$ cat src/rtl/rob_tag_alloc_if.sv
// rob_tag_alloc_if: allocation/retire/flush bus between the instruction buffer and the ROB tag allocator.
interface rob_tag_alloc_if #(parameter int TAG_W = 4);
    logic [2:0]                  alloc_req;
    logic [2:0]                  alloc_grant;
    logic [0:3][TAG_W-1:0]       alloc_tag;
    logic [2:0]                  retire_cnt;
    logic                        flush;
    logic [TAG_W-1:0]            head;
    logic [TAG_W:0]              occupancy;
    logic                        full;
    logic                        empty;
    logic                        retire_err;
    logic [15:0]                 stall_cycles;
    modport master (output alloc_req, retire_cnt, flush,
                    input alloc_grant, alloc_tag, head, occupancy, full, empty, retire_err, stall_cycles);
    modport slave  (input alloc_req, retire_cnt, flush,
                    output alloc_grant, alloc_tag, head, occupancy, full, empty, retire_err, stall_cycles);
endinterface

$ cat src/rtl/rob_tag_alloc.sv
// rob_tag_alloc: circular ROB tag allocator granting up to 4 tags and retiring up to 4 entries per cycle.
// Define ROB_ALLOC_STATS_EN to build the saturating stall_cycles counter; otherwise stall_cycles is 0.
module rob_tag_alloc #(
    parameter int DEPTH = 16,
    parameter int TAG_W = 4
) (
    input logic           clk,
    input logic           rst,
    rob_tag_alloc_if.slave bus
);
    logic [TAG_W-1:0] head_q, tail_q, retire_ptr;
    logic [TAG_W:0]   occ_q, free;
    logic [2:0]       req, grant, eff;
    logic             err_q, over;
    // Grant depends only on registered occupancy, so same-cycle retirement never frees slots early.
    always_comb begin
        req        = bus.alloc_req > 3'd4 ? 3'd4 : bus.alloc_req;
        free       = (TAG_W+1)'(DEPTH) - occ_q;
        grant      = (rst || bus.flush) ? 3'd0 : ((TAG_W+1)'(req) > free ? free[2:0] : req);
        over       = (TAG_W+1)'(bus.retire_cnt) > occ_q;
        eff        = over ? occ_q[2:0] : bus.retire_cnt;
        retire_ptr = head_q + TAG_W'(eff);
    end
    for (genvar i = 0; i < 4; i++) begin : g_tag
        assign bus.alloc_tag[i] = tail_q + TAG_W'(i);
    end
    assign bus.alloc_grant = grant;
    assign bus.head        = head_q;
    assign bus.occupancy   = occ_q;
    assign bus.full        = occ_q == (TAG_W+1)'(DEPTH);
    assign bus.empty       = occ_q == '0;
    assign bus.retire_err  = err_q;
    always_ff @(posedge clk) begin
        if (rst) begin
            head_q <= '0;
            tail_q <= '0;
            occ_q  <= '0;
            err_q  <= 1'b0;
        end else begin
            head_q <= retire_ptr;
            tail_q <= bus.flush ? retire_ptr : tail_q + TAG_W'(grant);
            occ_q  <= bus.flush ? '0 : occ_q + (TAG_W+1)'(grant) - (TAG_W+1)'(eff);
            err_q  <= err_q | over;
        end
    end
`ifdef ROB_ALLOC_STATS_EN
    logic [15:0] stall_q;
    always_ff @(posedge clk) begin
        if (rst)
            stall_q <= '0;
        else if (!bus.flush && grant < req && stall_q != 16'hFFFF)
            stall_q <= stall_q + 16'd1;
    end
    assign bus.stall_cycles = stall_q;
`else
    assign bus.stall_cycles = '0;
`endif
endmodule

$ cat src/flat_wrapper.sv
// flat-port wrapper written by rule: the top's interface ports become plain ports
module rob_tag_alloc_flat 
#(
    parameter int DEPTH = 16,
    parameter int TAG_W = 4
)
  (clk, rst, bus_alloc_req, bus_retire_cnt, bus_flush, bus_alloc_grant, bus_alloc_tag, bus_head, bus_occupancy, bus_full, bus_empty, bus_retire_err, bus_stall_cycles);
  rob_tag_alloc_if #(.TAG_W(TAG_W)) bus_i ();
  input logic clk;
  input logic rst;
  input wire logic [$bits(bus_i.alloc_req)-1:0] bus_alloc_req;
  input wire logic [$bits(bus_i.retire_cnt)-1:0] bus_retire_cnt;
  input wire logic [$bits(bus_i.flush)-1:0] bus_flush;
  output wire logic [$bits(bus_i.alloc_grant)-1:0] bus_alloc_grant;
  output wire logic [$bits(bus_i.alloc_tag)-1:0] bus_alloc_tag;
  output wire logic [$bits(bus_i.head)-1:0] bus_head;
  output wire logic [$bits(bus_i.occupancy)-1:0] bus_occupancy;
  output wire logic [$bits(bus_i.full)-1:0] bus_full;
  output wire logic [$bits(bus_i.empty)-1:0] bus_empty;
  output wire logic [$bits(bus_i.retire_err)-1:0] bus_retire_err;
  output wire logic [$bits(bus_i.stall_cycles)-1:0] bus_stall_cycles;
  assign bus_i.alloc_req = bus_alloc_req;
  assign bus_i.retire_cnt = bus_retire_cnt;
  assign bus_i.flush = bus_flush;
  assign bus_alloc_grant = bus_i.alloc_grant;
  assign bus_alloc_tag = bus_i.alloc_tag;
  assign bus_head = bus_i.head;
  assign bus_occupancy = bus_i.occupancy;
  assign bus_full = bus_i.full;
  assign bus_empty = bus_i.empty;
  assign bus_retire_err = bus_i.retire_err;
  assign bus_stall_cycles = bus_i.stall_cycles;
  rob_tag_alloc #(.DEPTH(DEPTH), .TAG_W(TAG_W)) u_core (.clk(clk), .rst(rst), .bus(bus_i));
endmodule
$ cat config.mk
export PLATFORM = sky130hd
export DESIGN_NAME = rob_tag_alloc_flat
export DESIGN_NICKNAME = d
export VERILOG_FILES = /design/src/rtl/rob_tag_alloc_if.sv /design/src/rtl/rob_tag_alloc.sv /design/src/flat_wrapper.sv
export SDC_FILE = /design/constraint.sdc
export NUM_CORES = 1
export LEC_CHECK = 0
export ABC_AREA = 1
export BUFFER_PORTS_ARGS = -buffer_cell sky130_fd_sc_hd__buf_2
export CORE_MARGIN = 5
export CORE_UTILIZATION = 45
export CTS_BUF_LIST = sky130_fd_sc_hd__clkbuf_2 sky130_fd_sc_hd__clkbuf_4 sky130_fd_sc_hd__clkbuf_8
export DETAILED_ROUTE_END_ITERATION = 8
export GPL_TIMING_DRIVEN = 0
export PLACE_DENSITY = 0.82
export SLEW_MARGIN = 25
export SYNTH_ARGS = -nofsm -noshare
export SYNTH_HDL_FRONTEND = slang
export SYNTH_SLANG_ARGS = --single-unit
$ cat constraint.sdc
create_clock -name clk -period 10.5 [get_ports clk]
set_input_delay 0.525 -clock clk [delete_from_list [all_inputs] [get_ports clk]]
set_output_delay 0.525 -clock clk [all_outputs]
set_load 0.05 [all_outputs]
==> impl_results.md <==
- First-pass GRT wire length: 4640 um
- CTS resizes: 0
- Die ar.: 4390 um2
- WL/cell: 9.98 um
- Crit Path Class: flop to flop
- Via density: 4.23
- Post-synth EDFFs: 0
- CP most frequent cell: nand2_1
- Htree depth: 1
- Gpl congestion: 0.830
- Asr flop ratio synth: 0
- Postcts setup bufs: 0
- Fraction of layout cells with a size suffix above 1: 0.317
- Overall routed net length: 2870 um
- Final worst slack: 6700 ps
- Worst-path fanout max: 7
- Synthesized area: 1420 um2
- Slowest cell on crit path: fa_1
- Pre-CTS WS: 6720 ps
- Cell family with most CP delay: adder cells
- Reg clk slew, reported paths: 90 ps
- Initial DRC Count: 36
- Area grow syn2layout: 24.1%
- Seq/Total Area, Yosys: 0.197
- Pin count of the biggest net entering global routing: 11
- Final setup fails: 0
- Total CTS buffers: 3
- Fin nets: 281
- Critical-path cell list: inv_1 > ha_1 > xor2_1 > ha_1 > nand2_1 > nor2_2 > nor2_2 > nor2_4 > nand2_2 > inv_1 > nor2_1 > nor3_2 > fa_1 > fa_1 > nand2_1 > nand2_1 > a21oi_1 > o21ai_0 > a21oi_1
- GRT Util Overall: 0.136
- ANT cells: 0
- Worst Path Required: 10730 ps
- Highest metal used: met4
- Synth cell count leaders: 30 x inv_1, 23 x ha_1, 22 x nand2_1
- Count leader, synth: inv_1
- RSZ-0062 raised after global routing: false
- Grt total ovfl: 0
- Slew Viols, Final: 0
- Hold Crit Class: flop to flop
- Num rows: 20
- Hold Fails Final Rpt: 0
- Worst skew pair latency: 290 ps
- DR WL met3: 195 um
- Max incr delay on CP: 540 ps
- Tmin final: 3800 ps
- Top post-synthesis cells by area: ha_1 20%, dfxtp_1 20%, buf_4 9.5%
- Synthesized instance count: 185
- # DRC: 0
- WP data arrival: 4030 ps
- DIE HEIGHT: 66.3 um
- Synth top area share: 0.202
- DRT antenna net count: 0
- Syn_area_per_cell: 7.70 um2
- Initial Util: 0.466
- Highest Clock Rate: 263 MHz
- Hold-fix buffers, CTS: 0
- Die Width: 66.3 um
- Final TNS setup: 0 ps
- CP bufs+invs: 2
- Netlist cell types: 27
- CTS tree: yes
- Vias in the first global route: 1089
- Via count: 1215
- CTS sink cnt: 14
- Seq cells post-synth: 14
- Final period util: 0.362
- DR WL met2: 1390 um
- Post-synth top flop: dfxtp_1
- Clock buffer depth: 2
- Status: finished clean
- Drt first pass iters: 4
- Buffers on Ports: 39
- CORE AREA: 3050 um2
- Clock skew: 6.72 ps
- M1 WL: 1240 um
- Post-synth top area cell: ha_1
- Final HPWL DP: 2440 um
- MaxCap Viol Count: 0
- Root buf cell: clkbuf_4
- CP Launch Type: flop
- Num ports: 56
- Yosys warns: 0
- Initial antenna violation count: 0
- Crit. End Element: flop
layout make-up:
cell class | instances | area, um2
Buffer | 20 | 144
Clock buffer | 4 | 36.3
Fill cell | 294 | 1290
Inverter | 31 | 116
Multi-Input combinational cell | 135 | 940
Sequential cell | 14 | 280
Tap cell | 44 | 55.1
Timing Repair Buffer | 39 | 195
state kept, by name, summed over array words and instances, names as in the netlist:
name	count
u_core.bus.occupancy	5
u_core.bus.head	4
u_core.tail_q	4
u_core.bus.retire_err	1
worst paths after layout:
check / from / end / slack, ps / depth (start not counted)
max: u_core.bus.occupancy[0] / u_core.bus.occupancy[4] / 6700 / 19
min: u_core.bus.retire_err / u_core.bus.retire_err / 450 / 2
max reg2reg: u_core.bus.occupancy[0] / u_core.bus.occupancy[4] / 6700 / 19
min reg2reg: u_core.bus.retire_err / u_core.bus.retire_err / 450 / 2
placed cells by master, fill, tap and decap left out:
cell type / n
xnor2_1: 4
nand2_2: 5
clkbuf_8: 1
clkbuf_1: 1
nor2_2: 4
buf_4: 18
fa_1: 5
a21oi_1: 15
conb_1: 16
o21bai_1: 1
o21ai_1: 3
xor2_1: 5
buf_2: 40
nand3_1: 6
ha_1: 23
clkbuf_4: 3
o211ai_2: 1
o22ai_1: 1
nor3_2: 1
dfxtp_1: 14
nor2_4: 1
o21ai_0: 4
inv_2: 1
inv_1: 30
nand4_2: 1
nor2_1: 14
o21ai_2: 1
nand2_1: 22
a31oi_1: 2
worst register-to-register path, stage by stage, from the launching register on:
cell and delay [ps]:
dfxtp_1 500, inv_1 130, ha_1 250, xor2_1 170
ha_1 340, nand2_1 70, nor2_2 90, nor2_2 50
nor2_4 90, nand2_2 80, inv_1 90, nor2_1 50
nor3_2 330, fa_1 550, fa_1 470, nand2_1 90
nand2_1 50, a21oi_1 150, o21ai_0 90, a21oi_1 110
logic make-up (layout without fill, tap and decap cells):
| logic type | after synthesis | count (layout) | synth area share |
|---|---|---|---|
| other | 1 | 16 | 0.00263 |
| AOI/OAI and AO/OA | 28 | 28 | 0.111 |
| and+or+nand+nor | 54 | 54 | 0.179 |
| adders and majority gates | 28 | 28 | 0.272 |
| buffers and inverters | 51 | 94 | 0.183 |
| xor gates and xnor gates | 9 | 9 | 0.0554 |
| DFF | 14 | 14 | 0.197 |
per-stage QoR:
stage / cells / util / cell area, um2 / hold WS (ps)
CTS: 287 / 0.579 / 1770 / 455
detailed placement: 283 / 0.567 / 1730 / 441
global placement: 283 / 0.567 / 1730 / 436
finish: 287 / 0.579 / 1770 / 449
global route: 287 / 0.579 / 1770 / 474
floorplan: 200 / - / 1480 / 594
layer usage:
layer	vias up	GRT usage
met5	-	0
met4	0	0.0457
met3	5	0.0374
met2	33	0.233
met1	507	0.161
li1	670	-
Power is left out: the tool's default activity adds up to more than one toggle a clock period on the data nets, which glitch-free logic cannot reach.
